--- src/rtl/light_sequencer.sv ---
// Timed traffic-light sequencer: Red -> Green -> Yellow (-> Red+Walk) with pedestrian request latch.
// Define LIGHT_SEQ_WALK_EARLY_EN to let a pending walk request cut Green short after C_GREEN_MIN_MS.
module light_sequencer #(
    parameter int unsigned C_CLK_FRQ      = 100000000,
    parameter int unsigned C_RED_MS       = 3000,
    parameter int unsigned C_GREEN_MS     = 4000,
    parameter int unsigned C_YELLOW_MS    = 1000,
    parameter int unsigned C_WALK_MS      = 3000,
    parameter int unsigned C_GREEN_MIN_MS = 1500
) (
    input  logic       clk,
    input  logic       rst,
    input  logic       inWalkReq,
    input  logic       inHold,
    output logic [1:0] outSel,
    output logic       outWalkPending,
    output logic       outPhaseDone
);

    localparam int unsigned P  = C_CLK_FRQ / 1000;
    localparam int unsigned PW = (P > 1) ? $clog2(P) : 1;
    localparam logic [PW-1:0] PrescLast = PW'(P - 1);

    localparam logic [15:0] RedLast      = 16'(C_RED_MS - 1);
    localparam logic [15:0] GreenLast    = 16'(C_GREEN_MS - 1);
    localparam logic [15:0] YellowLast   = 16'(C_YELLOW_MS - 1);
    localparam logic [15:0] WalkLast     = 16'(C_WALK_MS - 1);
    localparam logic [15:0] GreenMinLast = 16'(C_GREEN_MIN_MS - 1);

`ifdef LIGHT_SEQ_WALK_EARLY_EN
    localparam bit EarlyEn = 1'b1;
`else
    localparam bit EarlyEn = 1'b0;
`endif

    // Encoding doubles as the outSel code, so the output needs no decode.
    typedef enum logic [1:0] {
        StRed    = 2'b00,
        StGreen  = 2'b01,
        StYellow = 2'b10,
        StWalk   = 2'b11
    } state_e;

    state_e          stateQ, stateD;
    logic [PW-1:0]   prescQ, prescD;
    logic [15:0]     phaseQ, phaseD;
    logic            pendQ, pendD;
    logic            doneQ, doneD;

    logic            tick;
    logic            expire;
    logic            earlyCut;
    logic            enterWalk;
    logic [15:0]     durLast;

    always_comb begin
        tick      = 1'b0;
        expire    = 1'b0;
        earlyCut  = 1'b0;
        enterWalk = 1'b0;
        durLast   = RedLast;
        stateD    = stateQ;
        prescD    = prescQ;
        phaseD    = phaseQ;
        pendD     = pendQ;
        doneD     = 1'b0;

        tick = !inHold && (prescQ == PrescLast);

        unique case (stateQ)
            StRed:    durLast = RedLast;
            StGreen:  durLast = GreenLast;
            StYellow: durLast = YellowLast;
            StWalk:   durLast = WalkLast;
            default:  durLast = RedLast;
        endcase

        // A pending request may end Green at any tick once the minimum has elapsed.
        earlyCut = EarlyEn && (stateQ == StGreen) && pendQ && (phaseQ >= GreenMinLast);
        expire   = tick && ((phaseQ == durLast) || earlyCut);

        if (expire) begin
            unique case (stateQ)
                StRed:    stateD = StGreen;
                StGreen:  stateD = StYellow;
                StYellow: begin
                    if (pendQ || inWalkReq) begin
                        stateD    = StWalk;
                        enterWalk = 1'b1;
                    end else begin
                        stateD = StRed;
                    end
                end
                StWalk:   stateD = StRed;
                default:  stateD = StRed;
            endcase
        end

        if (!inHold) begin
            prescD = tick ? '0 : prescQ + PW'(1);
            if (expire) begin
                phaseD = '0;
            end else if (tick) begin
                phaseD = phaseQ + 16'd1;
            end
        end

        // Entering Walk consumes the request, including one arriving on that same edge.
        if (enterWalk) begin
            pendD = 1'b0;
        end else if (inWalkReq && (stateQ != StWalk)) begin
            pendD = 1'b1;
        end

        doneD = expire;
    end

    always_ff @(posedge clk) begin
        if (rst) begin
            stateQ <= StRed;
            prescQ <= '0;
            phaseQ <= '0;
            pendQ  <= 1'b0;
            doneQ  <= 1'b0;
        end else begin
            stateQ <= stateD;
            prescQ <= prescD;
            phaseQ <= phaseD;
            pendQ  <= pendD;
            doneQ  <= doneD;
        end
    end

    assign outSel         = stateQ;
    assign outWalkPending = pendQ;
    assign outPhaseDone   = doneQ;

endmodule

--- config.mk ---
export PLATFORM = sky130hd
export DESIGN_NAME = light_sequencer
export DESIGN_NICKNAME = d
export VERILOG_FILES = /design/src/rtl/light_sequencer.sv
export SDC_FILE = /design/constraint.sdc
export NUM_CORES = 1
export LEC_CHECK = 0
export BUFFER_PORTS_ARGS = -buffer_cell sky130_fd_sc_hd__buf_4
export CAP_MARGIN = 20
export CORE_MARGIN = 3
export CORE_UTILIZATION = 40
export DETAILED_ROUTE_END_ITERATION = 8
export SLEW_MARGIN = 20
export SYNTH_ARGS = -nofsm -noshare
export SYNTH_HDL_FRONTEND = slang
export SYNTH_SLANG_ARGS = --single-unit
--- constraint.sdc ---
create_clock -name clk -period 4.16 [get_ports clk]
set_input_delay 0 -clock clk [delete_from_list [all_inputs] [get_ports clk]]
set_output_delay 0 -clock clk [all_outputs]
set_load 0.02 [all_outputs]
Word level (Yosys, flattened, before mapping)
Cells that the tools add are included.
{"block": "word_totals", "reg_bits": 37, "word_cells": 33, "input_bits": 4, "output_inout_bits": 4}
{"block": "classes", "n_addsub": 2, "n_mux": 9, "bitwise_logic": 1, "reduce_logical": 10, "eq_ne": 6}
{"cell": "$pmux W16 S3", "n": 1}
{"cell": "$mux W16", "n": 2}
{"cell": "$add A17 B1 Y17 const B", "n": 1}
{"cell": "$eq A17 B17 Y1 const B", "n": 1}
{"cell": "$mux W17", "n": 1}
{"cell": "$add A16 B1 Y16 const B", "n": 1}
{"cell": "$eq A16 B16 Y1", "n": 1}
{"cell": "$pmux W2 S4", "n": 1}
{"cell": "$eq A2 B2 Y1 const B", "n": 2}
{"cell": "$reduce_or A2 Y1", "n": 2}
{"cell": "$logic_and A1 B1 Y1", "n": 3}
{"cell": "$mux W1", "n": 3}
{"cell": "$eq A2 B1 Y1 const B", "n": 1}
{"cell": "$logic_not A2 Y1", "n": 1}
{"cell": "$mux W2", "n": 1}
{"cell": "$ne A2 B2 Y1 const B", "n": 1}
{"cell": "$reduce_and A2 Y1", "n": 1}
{"cell": "$reduce_bool A2 Y1", "n": 1}
{"cell": "$logic_not A1 Y1", "n": 1}
{"cell": "$logic_or A1 B1 Y1", "n": 1}
{"cell": "$not A1 Y1", "n": 1}

Depth between registers and ports, before layout
Gate-level depths: netlist (run 1).
{"block": "depth", "ltp_word": 7, "ltp_mapped": 8, "depth_no_buf": 6}

Least setup slack after synthesis (run 1)
Ideal clock, no wire load.
{"block": "synth_path", "path_kind": "reg-to-reg", "start": "reg prescQ[5]", "end": "reg stateQ[1], in the netlist outSel[1]", "arrival_ns": 1.853, "n_path_buf": 0, "required_ns": 4.044, "path_stages_with_launch": 6, "period_less_slack_ns": 1.968, "setup_ns": 0.116, "path_slack_ns": 2.192, "cell_sequence": "dfxtp_1 > or4_4 > nor4_4 > nand2_2 > o311a_1 > a31o_1"}
{"block": "synth_between", "elab_chain_cells": 3}
{"element": "from (decl)", "line": "45", "rtl": "logic [PW-1:0] prescQ, prescD;"}
{"element": "from (signal assigned)", "line": "127", "rtl": "prescQ <= prescD;"}
{"element": "$eq A17 B17 Y1", "line": "68", "rtl": "tick = !inHold && (prescQ == PrescLast);"}
{"element": "$logic_and A1 B1 Y1", "line": "68"}
{"element": "$logic_and A1 B1 Y1", "line": "80", "rtl": "expire = tick && ((phaseQ == durLast) || earlyCut);"}
{"element": "to (signal assigned)", "line": "120", "rtl": "stateQ <= StRed;"}
{"element": "to (signal assigned)", "line": "126", "rtl": "stateQ <= stateD;"}
{"element": "to (decl)", "line": "44", "rtl": "state_e stateQ, stateD;"}
No other way between the ends.
A chain may end at the register's enable or synchronous reset.

Worst setup path in the final report (run 1)
{"block": "layout_path", "start": "reg prescQ[0]", "end": "reg phaseQ[15]"}
{"block": "layout_between", "elab_chain_cells": 5, "word_cells_on_any_way": 6, "classes_between": "eq/ne (1); mux (1); reduce/logical (4)"}
{"element": "$eq A17 B17 Y1 (*)", "line": "68"}
{"element": "$logic_and A1 B1 Y1 (*)", "line": "68"}
{"element": "$logic_and A1 B1 Y1", "line": "80"}
{"element": "$reduce_bool A2 Y1 (no line)"}
{"element": "$reduce_and A2 Y1 (no line)"}
{"element": "to (signal assigned)", "line": "128", "rtl": "phaseQ <= phaseD;"}
{"element": "to (decl)", "line": "46", "rtl": "logic [15:0] phaseQ, phaseD;"}
Mark *: on every way between the ends. The rest lies on a longest branch, timed or not.

==> metrics, run 1 <==
adder-cell share of the synthesized area 1.34%; outcome completed; worst path arrival time 2510 ps; core area around 4400 µm²; XOR/XNOR share of the synthesized area 8.42%; post-CTS sizing 0; DRC viols 0; Mapped Nets 230; routed len/inst 12.8 µm; Routed Antenna Nets 0; simple-gate share of the synthesized area 37.6%; main combinational cell family by area after synthesis simple AND/OR/NAND/NOR gates; Worst EP required 4330 ps; Max Cap Viol 0; Mapped Area around 1900 µm²; drt first pass iters 4; Syn Inst Count roughly 220; worst-margin pin slew 866 ps; IO Port Bufs 7; setup TNS 0 ps; kind of critical path flip-flop to flip-flop; synthesized flop and latch total 37; Final period util a little under three fifths; worst clock skew 6.32 ps; CTS sink cnt 37; largest net degree at the start of global routing 27; via/cell ratio 5.45; Max rail drop VDD 0.000143 V; final setup fails 0; clock root buffer master clkbuf_8; Die ar. 5540 µm²; fraction of layout cells with a size suffix above 1 between 10 and 15%; latest clock arrival within the worst-skew pair 280 ps; Post-synth EDFFs 0; Row Count 24; post-synth cell types 47; RSZ-0062 raised after global routing false; count of final hold-check violations 0; fin util 46.2%; synth warn 0; Crit Path Max Fanout 24; Max clock buf depth 2; commonest non-fill, non-tap cells in the layout dfxtp_1 (37), nor2_1 (28), nand2_1 (25), nand3_1 (19), xor2_1 (12); commonest non-fill, non-tap cell in the layout dfxtp_1; Ant. Diodes 0; Post-synth top flop dfxtp_1; slowest stage delay, CP 390 ps; CP cell instances ha_1 > nand3b_1 > nor3_1 > nand2_2 > nor4_1 > mux2_2; Avg Cell Area, Syn 8.36 µm²; DIE WIDTH between 70 and 80 µm; multiplexer share of the synthesized area 0.601%; PwrDens around 320 nW/µm²; cell family with most CP delay simple AND/OR/NAND/NOR gates; vias in the first global route 1325; Startpoint Class flip-flop; CTS tree yes; Bufs and invs on worst path 0; Worst Hold Class primary input to flip-flop; clock transition at the registers of the reported paths 70 ps; antenna violations before repair 0; Crit. End Element flip-flop; FILL cells 460; Layout Nets about 240; Critical Path Slowest Stage Cell nor4_1; DPL Wire Length between 2000 and 2500 µm; Compound-Gate Fraction of Synth Area approximately a tenth; # IOs 8; Via Count 1547; GRT Util Overall 14.7%; Area Overhead vs Synth 9.55%; asr flop ratio synth 0%; WL final 3640 µm; Iteration-0 DRC Markers 112; FMAX between 400 and 500 MHz; first-pass GRT wire length 6330 µm; Final Max Tran Viols 0; sequential fraction of the synthesis area about two fifths; Lkg Pwr 0.682 nW; fin crit period 2340 ps; number of H-tree levels 2; Die Ht 74.4 µm; Rel. slew slack 42.3%; final instance area 2050 µm²; TritonCTS Buffers 5; Placed Area 1960 µm²; Initial Util between 40% and 50%; GPL Wtd Cong ~0.74; total grt overflow 0
## cell usage after synthesis, types with 2 or more instances
cell	number	area share (%)
nor4b_1	2	0.94
nor3_1	7	1.9
a31oi_1	7	2.3
or4_1	4	1.6
or2_2	5	1.7
nand4_1	5	1.7
nand3_1	19	5.1
o21a_1	2	0.80
and4_1	3	1.4
xor2_1	12	5.6
inv_1	2	0.40
nand3b_1	3	1.2
nand2_1	25	5.0
nor2_1	28	5.6
ha_1	2	1.3
nand2_2	2	0.67
xnor2_1	6	2.8
a21oi_1	9	2.4
clkbuf_1	5	1.0
nor2b_1	7	2.3
or3_1	6	2.0
dfxtp_1	37	40
and3_1	2	0.67
## layer usage
layer,wire length [µm],global-route usage (%),vias up,share of wire (%)
met5,0,0,-,0
met4,50,5.34,0,1.4
met3,106,3.65,5,2.9
met2,1470,20.2,19,40
met1,2020,22.1,704,55
li1,-,-,819,-
## cell families after synthesis
group,count (synthesis)
xor+xnor,18
simple gates,129
compound gates,28
mux,1
buf+inv,9
flops,37
fa+ha+maj,2
## flip-flops by register name (all words and copies together), names as in the netlist
| name | count |
|---|---|
| outPhaseDone | 1 |
| phaseQ | 16 |
| outWalkPending | 1 |
| prescQ | 17 |
| outSel | 2 |
## path summary, 6_finish.rpt
path / slack [ps] / cells past startpoint / end / start
setup / recovery: 1820 / 6 / phaseQ[15] / prescQ[0]
hold / removal: 70 / 2 / phaseQ[2] / rst
setup reg to reg: 1820 / 6 / phaseQ[15] / prescQ[0]
hold reg to reg: 480 / 2 / prescQ[1] / prescQ[1]
## cell type report
type                    instances  area [µm²]  area share (%)
flip-flops and latches         37         741            36.1
repair buffers                  8        62.6            3.05
multi-input cells             178        1090            53.1
clock buffers                   7        86.3            4.21
inverters                       2        7.51           0.366
well taps                      52        65.1            3.17
## power breakdown
part	switching, W	internal (W)
combinational	0.0000143	0.0000116
sequential	0.0000105	0.000362
clock	0.000121	0.000132
## worst reg2reg max path, cell delays in order (launching register included)
cell      delay, ps
dfxtp_1         370
ha_1            200
nand3b_1        200
nor3_1          370
nand2_2         330
nor4_1          400
mux2_2          360
## through the flow
| step | hold slack [ps] | total power, W | instances | worst slack, ps |
|---|---|---|---|---|
| after floorplan | 136 | 0.000396 | 224 | 2190 |
| after global placement | 299 | 0.000405 | 276 | 1950 |
| after detailed placement | 300 | 0.000405 | 276 | 1840 |
| after CTS | 66.6 | 0.000663 | 284 | 1830 |
| after global routing | 89.0 | 0.000684 | 284 | 1650 |
| final | 70.7 | 0.000651 | 284 | 1820 |
## repair_timing
action	CTS	global route
setup buffers	0	0
endpoints found under the hold margin	2	0
hold buffers	1	0
setup endpoints to repair	0	0
Note: power is estimated with default switching activity, not from simulation.
==> run 2: changes to the inputs <==
==> constraint.sdc (replaced) <==
create_clock -name clk -period 1.95 [get_ports clk]
set_input_delay 0 -clock clk [delete_from_list [all_inputs] [get_ports clk]]
set_output_delay 0 -clock clk [all_outputs]
set_load 0.02 [all_outputs]
==> run 2 against run 1 <==
  * Wire length rose by 7.7%
  * Worst hold slack got worse by 4.4 ps
  * Utilization grew 7.0 points
  * Combinational power rose to 3.2 times the previous value
  * Sequential share of layout area shrank 4.8 points
  * Critical path depth did not move
  * Die area did not move
  * Via count rose by 8.2%
  * Sequential cell count did not move
  * Critical endpoint is now outSel[1]
==> metrics, run 2 (same netlist as run 1, synthesis figures left out) <==
outcome completed; commonest non-fill, non-tap cell in the layout buf_4; RSZ-0062 raised after global routing true; largest net degree at the start of global routing 27; slowest stage delay, CP 550 ps; fin crit period 1900 ps; DIE WIDTH 74.4 µm; Worst EP required 2130 ps; commonest non-fill, non-tap cells in the layout buf_4 (39), dfxtp_1 (37), nor2_1 (28), nand2_1 (25), nand3_1 (19); Initial Util around 42%; DPL Wire Length 2860 µm; Max rail drop VDD about 0.00045 V; Biggest register prescQ; hold path endpoint prescQ[4]; IO Port Bufs 7; number of H-tree levels 2; routed len/inst between 10 and 15 µm; GRT Util Overall 16.0%; total grt overflow 0; max reg flops 17; core area between 4000 and 5000 µm²; Layout Nets 272; cell family with most CP delay simple AND/OR/NAND/NOR gates; worst clock skew 6.74 ps; count of final hold-check violations 0; hold slack 66.3 ps; Row Count 24; Hold Crit Start rst; Final period util 97.3%; antenna violations before repair 0; Die ar. roughly 5500 µm²; CTS tree yes; latest clock arrival within the worst-skew pair 290 ps; # IOs 8; Rel. slew slack 76.4%; Area Overhead vs Synth 26.3%; Pint about 0.0010 W; drt first pass iters 6; clock power share between 30 and 40%; clock root buffer master clkbuf_8; setup TNS 0 ps; Lkg Pwr 0.882 nW; fraction of layout cells with a size suffix above 1 24.5%; sequential share of power roughly 58%; Worst R2R Start prescQ[5]; WL final 3920 µm; vias in the first global route 1586; Critical Path Slowest Stage Cell or4_4; Via Count approximately 1700; R2R setup slack between 50 and 60 ps; Comb pwr share 6.0%; R2R depth 6; DRC viols 0; Ant. Diodes 0; CP cell instances or4_4 > buf_4 > nor4_4 > nand2_2 > o311a_1 > a31o_1; kind of critical path flip-flop to flip-flop; FMAX 527 MHz; final setup fails 0; Worst Hold Class primary input to flip-flop; Crit. End Element flip-flop; first-pass GRT wire length 6830 µm; Max Cap Viol 0; Sw Share 23.0%; Hold Path Cell Cnt 2; Startpoint Class flip-flop; TritonCTS Buffers 5; Max clock buf depth 2; worst path arrival time 2080 ps; clock transition at the registers of the reported paths 70 ps; CTS sink cnt 37; NetSw 0.000313 W; GPL Wtd Cong roughly 0.77; Die Ht 74.4 µm; FF-to-FF End outSel[1]; worst-margin pin slew around 350 ps; Final Max Tran Viols 0; Crit Path Max Fanout 2; Iteration-0 DRC Markers 89; PwrDens about 570 nW/µm²; via/cell ratio approximately 5.3; Bufs and invs on worst path 1; Routed Antenna Nets 0
run 2: metal layers:
layer / track usage (%) / vias to the layer above / wire (µm) / share of wire (%)
met5: 0 / - / 0 / 0
met1: 20.0 / 769 / 1980 / 50
met2: 26.6 / 18 / 1810 / 46
li1: - / 883 / - / -
met3: 4.46 / 4 / 98 / 2.5
met4: 4.74 / 0 / 38 / 0.97
run 2: repair_timing:
| item | 4_1_cts | 5_1_grt |
|---|---|---|
| hold endpoints to repair | 2 | 0 |
| gates resized for setup | 0 | 12 |
| endpoints found under the setup margin | 0 | 10 |
| hold buffers | 1 | 0 |
| buffers inserted | 0 | 1 |
run 2: power by group through the flow:
stage               Clock [W]  Sequential [W]  Combinational [W]
floorplan                   0        0.000807          0.0000383
global placement            0        0.000804          0.0000789
detailed placement          0        0.000805          0.0000796
CTS                  0.000508        0.000787          0.0000816
global route         0.000537        0.000790          0.0000925
finish               0.000491        0.000787          0.0000817
run 2: worst max-delay path by stage:
stage / startpoint / endpoint / slack [ps] / cells after the start
global route: prescQ[5] / phaseQ[4] / -20 / 6
CTS: prescQ[5] / phaseQ[15] / 2 / 5
finish: prescQ[5] / outSel[1] / 50 / 6
global placement: prescQ[5] / phaseQ[15] / 40 / 5
detailed placement: prescQ[5] / phaseQ[15] / 7 / 5
floorplan: prescQ[5] / phaseQ[15] / 30 / 5
run 2: area by class of cell:
cell class              count  area (µm²)
clock buffers               5        68.8
multi-input cells         178        1140
flip-flops and latches     37         741
well taps                  52        65.1
inverters                   2        7.51
repair buffers             42         334
fillers                   448        2080
clock inverters             1        5.00
run 2: worst reg2reg max path, stage by stage (launching register included):
cell	delay [ps]
dfxtp_1	310
or4_4	550
buf_4	160
nor4_4	160
nand2_2	100
o311a_1	350
a31o_1	180
run 2: metrics by stage:
stage                     total power, W  cells  utilization, %  instance area, µm²  worst slack (ps)
final                            0.00136    317            53.2                2360              53.0
after global placement          0.000883    309            49.9                2220              35.7
after floorplan                 0.000846    224               -                1870              29.1
after detailed placement        0.000884    309            49.9                2220              6.92
after CTS                        0.00138    316            51.7                2300              2.03
after global routing             0.00142    317            53.2                2360             -23.7
